## config.mk

```make
export PLATFORM = sky130hd
export DESIGN_NAME = spi_flash_responder_flat
export DESIGN_NICKNAME = d
export VERILOG_FILES = /design/src/rtl/spi_flash_pkg.sv /design/src/rtl/spi_flash_responder_if.sv /design/src/rtl/spi_pin_sync.sv /design/src/rtl/spi_flash_responder.sv /design/src/flat_wrapper.sv
export SDC_FILE = /design/constraint.sdc
export NUM_CORES = 1
export LEC_CHECK = 0
export ABC_AREA = 1
export BUFFER_PORTS_ARGS = -buffer_cell sky130_fd_sc_hd__buf_4
export CORE_MARGIN = 2
export CORE_UTILIZATION = 35
export DETAILED_ROUTE_END_ITERATION = 7
export PLACE_DENSITY = 0.51
export SYNTH_ARGS = -nofsm -noshare
export SYNTH_HDL_FRONTEND = slang
export SYNTH_SLANG_ARGS = --single-unit
```

## constraint.sdc

```tcl
create_clock -name clk -period 2.2 [get_ports clk]
set_clock_uncertainty 0.15 [all_clocks]
set_input_delay 0.44 -clock clk [delete_from_list [all_inputs] [get_ports clk]]
set_output_delay 0.44 -clock clk [all_outputs]
set_load 0.01 [all_outputs]
```

## src/rtl/spi_flash_pkg.sv

```systemverilog
// Shared definitions for the SPI flash responder: opcodes, FSM states, response sources.
// Latency: n/a (types and constants only).
// Backpressure: n/a.
package spi_flash_pkg;

    localparam logic [7:0] OP_READ = 8'h03;
    localparam logic [7:0] OP_RDSR = 8'h05;
    localparam logic [7:0] OP_RDID = 8'h9F;

    typedef enum logic [2:0] {
        IDLE,
        OPCODE,
        ADDR,
        RESP,
        IGNORE
    } state_t;

    // Where RESP takes each byte it shifts out.
    typedef enum logic [1:0] {
        SRC_MEM,
        SRC_ID,
        SRC_STATUS
    } src_t;

endpackage

```

## src/rtl/spi_flash_responder_if.sv

```systemverilog
// Read port between the responder and its synchronous byte memory.
// Latency: mem_rdata is valid exactly one clk after mem_req.
// Backpressure: none; the memory must always answer on time.
//   master: responder side (drives mem_req/mem_addr, receives mem_rdata)
//   slave : memory side
interface spi_flash_responder_if #(
    parameter int ADDR_W = 24
);
    logic              mem_req;
    logic [ADDR_W-1:0] mem_addr;
    logic [7:0]        mem_rdata;

    modport master (output mem_req, output mem_addr, input mem_rdata);
    modport slave  (input mem_req, input mem_addr, output mem_rdata);
endinterface

```

## src/rtl/spi_pin_sync.sv

```systemverilog
// Brings the three SPI pins into the clk domain and produces registered edge strobes.
// Latency: 3 clk from pin change to strobe; levels are delayed to line up with strobes.
// Backpressure: none.
//   in : clk, reset (sync, active low), cs_b_pin, sck_pin, mosi_pin
//   out: cs_b_lvl, mosi_lvl, sck_rise, sck_fall, cs_rise, cs_fall
module spi_pin_sync (
    input  logic clk,
    input  logic reset,
    input  logic cs_b_pin,
    input  logic sck_pin,
    input  logic mosi_pin,
    output logic cs_b_lvl,
    output logic mosi_lvl,
    output logic sck_rise,
    output logic sck_fall,
    output logic cs_rise,
    output logic cs_fall
);
    // [0],[1] are the synchronizer pair, [2] is the previous value for edge detect.
    logic [2:0] cs_sr;
    logic [2:0] sck_sr;
    logic [2:0] mosi_sr;

    always_ff @(posedge clk) begin
        if (!reset) begin
            // CS chain resets to "selected" so that a CS already low when reset
            // lifts never looks like a fresh falling edge.
            cs_sr    <= 3'b000;
            sck_sr   <= 3'b111;
            mosi_sr  <= 3'b000;
            sck_rise <= 1'b0;
            sck_fall <= 1'b0;
            cs_rise  <= 1'b0;
            cs_fall  <= 1'b0;
        end else begin
            cs_sr    <= {cs_sr[1:0], cs_b_pin};
            sck_sr   <= {sck_sr[1:0], sck_pin};
            mosi_sr  <= {mosi_sr[1:0], mosi_pin};
            sck_rise <= sck_sr[1] & ~sck_sr[2];
            sck_fall <= ~sck_sr[1] & sck_sr[2];
            cs_rise  <= cs_sr[1] & ~cs_sr[2];
            cs_fall  <= ~cs_sr[1] & cs_sr[2];
        end
    end

    assign cs_b_lvl = cs_sr[2];
    assign mosi_lvl = mosi_sr[2];

endmodule

```

## src/rtl/spi_flash_responder.sv

```systemverilog
// SPI mode-3 target answering READ (03), RDSR (05) and RDID (9F) from a byte memory.
// Latency: MISO updates 4 clk after sck fall; first mem_req 1 clk after last address bit.
// Backpressure: none; the SPI master paces everything, memory answers in one clk.
//   SPI  : spi_cs_b, spi_sck, spi_mosi in; spi_miso, spi_miso_oe out
//   mem  : spi_flash_responder_if.master (mem_req, mem_addr, mem_rdata)
//   info : cmd_valid pulse, cmd_opcode held, busy while CS low
module spi_flash_responder
    import spi_flash_pkg::*;
#(
    parameter int          ADDR_W   = 24,
    parameter logic [23:0] JEDEC_ID = 24'hEF4016,
    parameter logic [7:0]  STATUS   = 8'h00
) (
    input  logic                  clk,
    input  logic                  reset,
    input  logic                  spi_cs_b,
    input  logic                  spi_sck,
    input  logic                  spi_mosi,
    output logic                  spi_miso,
    output logic                  spi_miso_oe,
    spi_flash_responder_if.master mem,
    output logic                  cmd_valid,
    output logic [7:0]            cmd_opcode,
    output logic                  busy
);

    logic cs_b_lvl, mosi_lvl, sck_rise, sck_fall, cs_rise, cs_fall;

    spi_pin_sync u_sync (
        .clk      (clk),
        .reset    (reset),
        .cs_b_pin (spi_cs_b),
        .sck_pin  (spi_sck),
        .mosi_pin (spi_mosi),
        .cs_b_lvl (cs_b_lvl),
        .mosi_lvl (mosi_lvl),
        .sck_rise (sck_rise),
        .sck_fall (sck_fall),
        .cs_rise  (cs_rise),
        .cs_fall  (cs_fall)
    );

    state_t            state_q, state_d;
    src_t              src_q, src_d;
    logic [2:0]        bit_cnt_q, bit_cnt_d;
    logic [7:0]        rx_q, rx_d;
    logic [1:0]        byte_idx_q, byte_idx_d;   // address byte count, then ID byte index
    logic [7:0]        tx_q, tx_d;
    logic [7:0]        pf_q, pf_d;               // prefetched memory byte
    logic              pf_pend_q;
    logic              mem_req_q, mem_req_d;
    logic [ADDR_W-1:0] mem_addr_q, mem_addr_d;
    logic              cmd_valid_q, cmd_valid_d;
    logic [7:0]        cmd_opcode_q, cmd_opcode_d;
    logic              busy_q, busy_d;
    // Set once CS has been seen high after reset; only then is a CS fall trusted.
    logic              armed_q, armed_d;

    logic [7:0]        rx_byte;
    logic              byte_done;

    always_comb begin
        state_d      = state_q;
        src_d        = src_q;
        bit_cnt_d    = bit_cnt_q;
        rx_d         = rx_q;
        byte_idx_d   = byte_idx_q;
        tx_d         = tx_q;
        pf_d         = pf_pend_q ? mem.mem_rdata : pf_q;
        mem_req_d    = 1'b0;
        mem_addr_d   = mem_addr_q;
        cmd_valid_d  = 1'b0;
        cmd_opcode_d = cmd_opcode_q;
        armed_d      = armed_q | cs_b_lvl;
        busy_d       = armed_q & ~cs_b_lvl;
        rx_byte      = {rx_q[6:0], mosi_lvl};
        byte_done    = 1'b0;

        if (cs_rise) begin
            // Deselect beats any coincident sck edge: drop the partial byte.
            state_d   = IDLE;
            tx_d      = 8'hFF;
            bit_cnt_d = 3'd0;
        end else begin
            if (state_q != IDLE && sck_rise) begin
                rx_d      = rx_byte;
                bit_cnt_d = bit_cnt_q + 3'd1;
                byte_done = (bit_cnt_q == 3'd7);
            end

            case (state_q)
                IDLE: begin
                    if (cs_fall && armed_q) begin
                        state_d   = OPCODE;
                        bit_cnt_d = 3'd0;
                        tx_d      = 8'hFF;
                    end
                end
                OPCODE: begin
                    if (byte_done) begin
                        cmd_valid_d  = 1'b1;
                        cmd_opcode_d = rx_byte;
                        byte_idx_d   = 2'd0;
                        case (rx_byte)
                            OP_READ: state_d = ADDR;
                            OP_RDID: begin
                                state_d = RESP;
                                src_d   = SRC_ID;
                            end
                            OP_RDSR: begin
                                state_d = RESP;
                                src_d   = SRC_STATUS;
                            end
                            default: state_d = IGNORE;
                        endcase
                    end
                end
                ADDR: begin
                    if (byte_done) begin
                        // Shift address bytes straight into mem_addr; high bytes fall
                        // off the top when ADDR_W < 24.
                        mem_addr_d = (mem_addr_q << 8) | ADDR_W'(rx_byte);
                        byte_idx_d = byte_idx_q + 2'd1;
                        if (byte_idx_q == 2'd2) begin
                            mem_req_d  = 1'b1;
                            state_d    = RESP;
                            src_d      = SRC_MEM;
                            byte_idx_d = 2'd0;
                        end
                    end
                end
                RESP: begin
                    if (sck_fall) begin
                        if (bit_cnt_q == 3'd0) begin
                            case (src_q)
                                SRC_MEM: begin
                                    // Load the prefetched byte and fetch the following one.
                                    tx_d       = pf_q;
                                    mem_addr_d = mem_addr_q + ADDR_W'(1);
                                    mem_req_d  = 1'b1;
                                end
                                SRC_ID: begin
                                    case (byte_idx_q)
                                        2'd0:    tx_d = JEDEC_ID[23:16];
                                        2'd1:    tx_d = JEDEC_ID[15:8];
                                        2'd2:    tx_d = JEDEC_ID[7:0];
                                        default: tx_d = 8'hFF;
                                    endcase
                                    if (byte_idx_q != 2'd3) begin
                                        byte_idx_d = byte_idx_q + 2'd1;
                                    end
                                end
                                default: tx_d = STATUS;
                            endcase
                        end else begin
                            tx_d = {tx_q[6:0], 1'b1};
                        end
                    end
                end
                IGNORE: begin
                end
                default: state_d = IDLE;
            endcase
        end
    end

    always_ff @(posedge clk) begin
        if (!reset) begin
            state_q      <= IDLE;
            src_q        <= SRC_MEM;
            bit_cnt_q    <= 3'd0;
            rx_q         <= 8'h00;
            byte_idx_q   <= 2'd0;
            tx_q         <= 8'hFF;
            pf_q         <= 8'h00;
            pf_pend_q    <= 1'b0;
            mem_req_q    <= 1'b0;
            mem_addr_q   <= '0;
            cmd_valid_q  <= 1'b0;
            cmd_opcode_q <= 8'h00;
            busy_q       <= 1'b0;
            armed_q      <= 1'b0;
        end else begin
            state_q      <= state_d;
            src_q        <= src_d;
            bit_cnt_q    <= bit_cnt_d;
            rx_q         <= rx_d;
            byte_idx_q   <= byte_idx_d;
            tx_q         <= tx_d;
            pf_q         <= pf_d;
            pf_pend_q    <= mem_req_q;
            mem_req_q    <= mem_req_d;
            mem_addr_q   <= mem_addr_d;
            cmd_valid_q  <= cmd_valid_d;
            cmd_opcode_q <= cmd_opcode_d;
            busy_q       <= busy_d;
            armed_q      <= armed_d;
        end
    end

    assign spi_miso     = tx_q[7];
    assign spi_miso_oe  = (state_q == RESP);
    assign mem.mem_req  = mem_req_q;
    assign mem.mem_addr = mem_addr_q;
    assign cmd_valid    = cmd_valid_q;
    assign cmd_opcode   = cmd_opcode_q;
    assign busy         = busy_q;

endmodule

```

## src/flat_wrapper.sv

```systemverilog
// flat-port wrapper written by rule: the top's interface ports become plain ports
module spi_flash_responder_flat import spi_flash_pkg::*;
#(
    parameter int          ADDR_W   = 24,
    parameter logic [23:0] JEDEC_ID = 24'hEF4016,
    parameter logic [7:0]  STATUS   = 8'h00
)
  (clk, reset, spi_cs_b, spi_sck, spi_mosi, spi_miso, spi_miso_oe, cmd_valid, cmd_opcode, busy, mem_mem_req, mem_mem_addr, mem_mem_rdata);
  spi_flash_responder_if #(.ADDR_W(ADDR_W)) mem_i ();
  input  logic clk;
  input  logic reset;
  input  logic spi_cs_b;
  input  logic spi_sck;
  input  logic spi_mosi;
  output logic spi_miso;
  output logic spi_miso_oe;
  output logic cmd_valid;
  output logic [7:0] cmd_opcode;
  output logic busy;
  output wire logic [$bits(mem_i.mem_req)-1:0] mem_mem_req;
  output wire logic [$bits(mem_i.mem_addr)-1:0] mem_mem_addr;
  input wire logic [$bits(mem_i.mem_rdata)-1:0] mem_mem_rdata;
  assign mem_mem_req = mem_i.mem_req;
  assign mem_mem_addr = mem_i.mem_addr;
  assign mem_i.mem_rdata = mem_mem_rdata;
  spi_flash_responder #(.ADDR_W(ADDR_W), .JEDEC_ID(JEDEC_ID), .STATUS(STATUS)) u_core (.clk(clk), .reset(reset), .spi_cs_b(spi_cs_b), .spi_sck(spi_sck), .spi_mosi(spi_mosi), .spi_miso(spi_miso), .spi_miso_oe(spi_miso_oe), .mem(mem_i), .cmd_valid(cmd_valid), .cmd_opcode(cmd_opcode), .busy(busy));
endmodule
```

==> flow_summary.yaml <==
grt:
  grt_max_degree: 46
  grt_pass1_vias: 3918
  grt_pass1_wl_um: 18800
  grt.total_usage: 0.178
  grt-ovfl-total: 0
  antenna_found_initial: 0
detailed_routing:
  drt-wirelength-per-cell_um: 13.0
  route.detailed.drc: 0
  drtPass1Iterations: 4
  vias: 4193
  routed_wl_um: 11100
  drt_iter0_markers: 188
  vias_per_cell: 4.92
  ant_nets: 0
logic_synthesis:
  ys_warn_count: 0
  synth_top_flop_cell: "dfxtp_1"
  synth_fp_nets: 672
  syn_area_per_cell_um2: 6.63
  yosys.cell_types.count: 37
  synth_seq_cells: 83
  synth_most_common_cell: "nand2_1"
  synth_area_leader_cell: "dfxtp_1"
  synthCells: 649
  synth_commonest_cells: "163 x nand2_1, 96 x nor2_1, 83 x dfxtp_1, 72 x inv_1, 57 x o21ai_0"
  ys_seq_area_frac: 0.386
  ys_top_cells_by_area: "dfxtp_1 39%, nand2_1 14%, nor2_1 8.4%"
  synth_edf_count: 0
  yosys.area.top_type_share: 0.386
  async_reset_ff_frac: 0
  mappedNetlistArea_um2: 4300
cells_and_area:
  fillers: 1307
  area_growth_pct: 20.3
  final_area_um2: 5180
  fin_nets: 724
  antenna_cells: 0
  drive_above_1_share: 0.153
cts:
  cts_tree: "yes"
  cts.clk_slew.worst_paths_ns: 0.06
  numCtsBuffers: 9
  clock_latency_ns: 0.35
  clock_sinks: 83
  ctsLongestPathBuffers: 2
  root_buffer: "clkbuf_16"
  ctsHtreeMaxLevel: 3
placement:
  port_buffers: 49
  dp_hpwl_um: 7870
  placed_area_um2: 4820
  gp_congestion: 0.835
critical_path:
  required_ns: 1.61
  critPathKind: "reg -> out"
  critPathMaxFanout: 41
  end_kind: "primary output"
  start_kind: "register"
  arrival_ns: 1.51
sta:
  fin_crit_sh: 0.955
  relSlewSlack: 0.700
  max_freq_ghz: 0.476
  setup_viol_count_final: 0
  fin_crit_ns: 2.10
  rsz0062_at_grt: "no"
  slew_viol_final: 0
  hold_violations: 0
  tightestPinTransition_ns: 0.450
  finalSetupTns_ns: 0
floorplanning:
  dieWidth_um: 115
  core_area_um2: 12000
  rows: 40
  fp.dieH_um: 115
  dieArea_um2: 13200
  start_util: 0.358
  ios: 50
power_and_ir_drop:
  switching_share: 0.327
  p_seq_frac: 0.408
  combinationalPowerShare: 0.226
  cellPowerDensity_nw_per_um2: 856
  total_power_uw: 4430
  clkPwrFrac: 0.366
  switchingPower_uw: 1450
  power.leakage_uw: 0.00216
  ir_worst_vdd_mv: 0.443
  internal_power_uw: 2980
hold_path:
  hold_path_class: "in -> reg"
flow_run:
  maxCapViolations: 0
run_status:
  status: "finished, final reports clean"
[per-stage QoR]
stage           util  hold slack [ns]  setup WS, ns  std cells
2_1_floorplan      -            0.240         0.443        649
3_3_place_gp   0.401            0.246         0.206        834
3_5_place_dp   0.401            0.252         0.201        834
4_1_cts        0.428            0.109       0.00796        850
5_1_grt        0.431            0.120        0.0137        853
6_report       0.431            0.122        0.0990        853
[critical path: stages, from the launching register on]
cell     delay, ns
dfxtp_1       0.47
nand3_2       0.15
inv_2         0.16
buf_12        0.22
buf_4         0.15
[cell usage in the layout (no fill, tap or decap), drive strengths merged]
| cell type | n |
|---|---|
| nand2 | 166 |
| a22o | 1 |
| nand3 | 48 |
| buf | 63 |
| nor3 | 10 |
| o211ai | 3 |
| a31o | 1 |
| nand4 | 7 |
| nor2 | 100 |
| clkbuf | 12 |
| a31oi | 2 |
| inv | 78 |
| clkinv | 1 |
| o22ai | 1 |
| o21bai | 1 |
| bufinv | 1 |
| clkinvlp | 1 |
| dfxtp | 83 |
| a211oi | 1 |
| o31ai | 2 |
| nand3b | 1 |
| o21ai | 63 |
| a21oi | 45 |
| o22a | 1 |
| ha | 10 |
| or2 | 4 |
[metal layers]
| layer | GRT usage | vias up | share of wire |
|---|---|---|---|
| met5 | 0 | - | 0 |
| met4 | 0.0699 | 0 | 0.020 |
| li1 | - | 2183 | - |
| met2 | 0.288 | 82 | 0.45 |
| met1 | 0.232 | 1909 | 0.49 |
| met3 | 0.0395 | 19 | 0.040 |
[registers in the layout, summed over array words and instances (netlist names), 7 cells and up]
signal and count:
u_core.pf_q 8, u_core.tx_q 8, u_core.cmd_opcode 8, u_core.rx_q 7, u_core.mem.mem_addr 24
[area by class of cell]
class,instances,area (µm²),area share
clock buffer,12,267,0.0515
clock inverter,4,55.1,0.0106
inverter,77,292,0.0563
multi-input combinational,467,2230,0.431
sequential,83,1660,0.321
tap,147,184,0.0355
timing repair buffer,63,485,0.0938
[final timing paths]
kind | to | start | cells past startpoint | slack (ns)
setup reg to reg | u_core.mem.mem_addr[10] | u_core.mem.mem_addr[0] | 10 | 0.31
hold / removal | u_core.u_sync.cs_sr[0] | spi_cs_b | 3 | 0.12
hold reg to reg | u_core.u_sync.mosi_sr[1] | u_core.u_sync.mosi_sr[0] | 2 | 0.26
setup / recovery | spi_miso_oe | u_core.state_q[1] | 4 | 0.1
[cells by family after synthesis]
kind of cell	Yosys count	synth area share
buffers and inverters	99	0.0977
AND/OR/NAND/NOR	336	0.335
adder cells (fa/ha/maj)	10	0.0291
flip-flops	83	0.386
AO/OA/AOI/OAI	121	0.152
[what timing repair did]
| item | 4_1_cts | 5_1_grt |
|---|---|---|
| hold buffers | 0 | 0 |
| resized for setup | 1 | 3 |
| endpoints found under the hold margin | 0 | 0 |
| endpoints found under the setup margin | 1 | 7 |
| buffers inserted | 0 | 3 |
[power groups by stage]
stage	Clock, µW	Sequential [µW]	Combinational [µW]
3_5_place_dp	0	1840	997
2_1_floorplan	0	1820	714
5_1_grt	1720	1830	1140
3_3_place_gp	0	1840	985
4_1_cts	1680	1810	1000
6_report	1620	1810	1000
No activity file was read; power rests on OpenSTA's default activity.
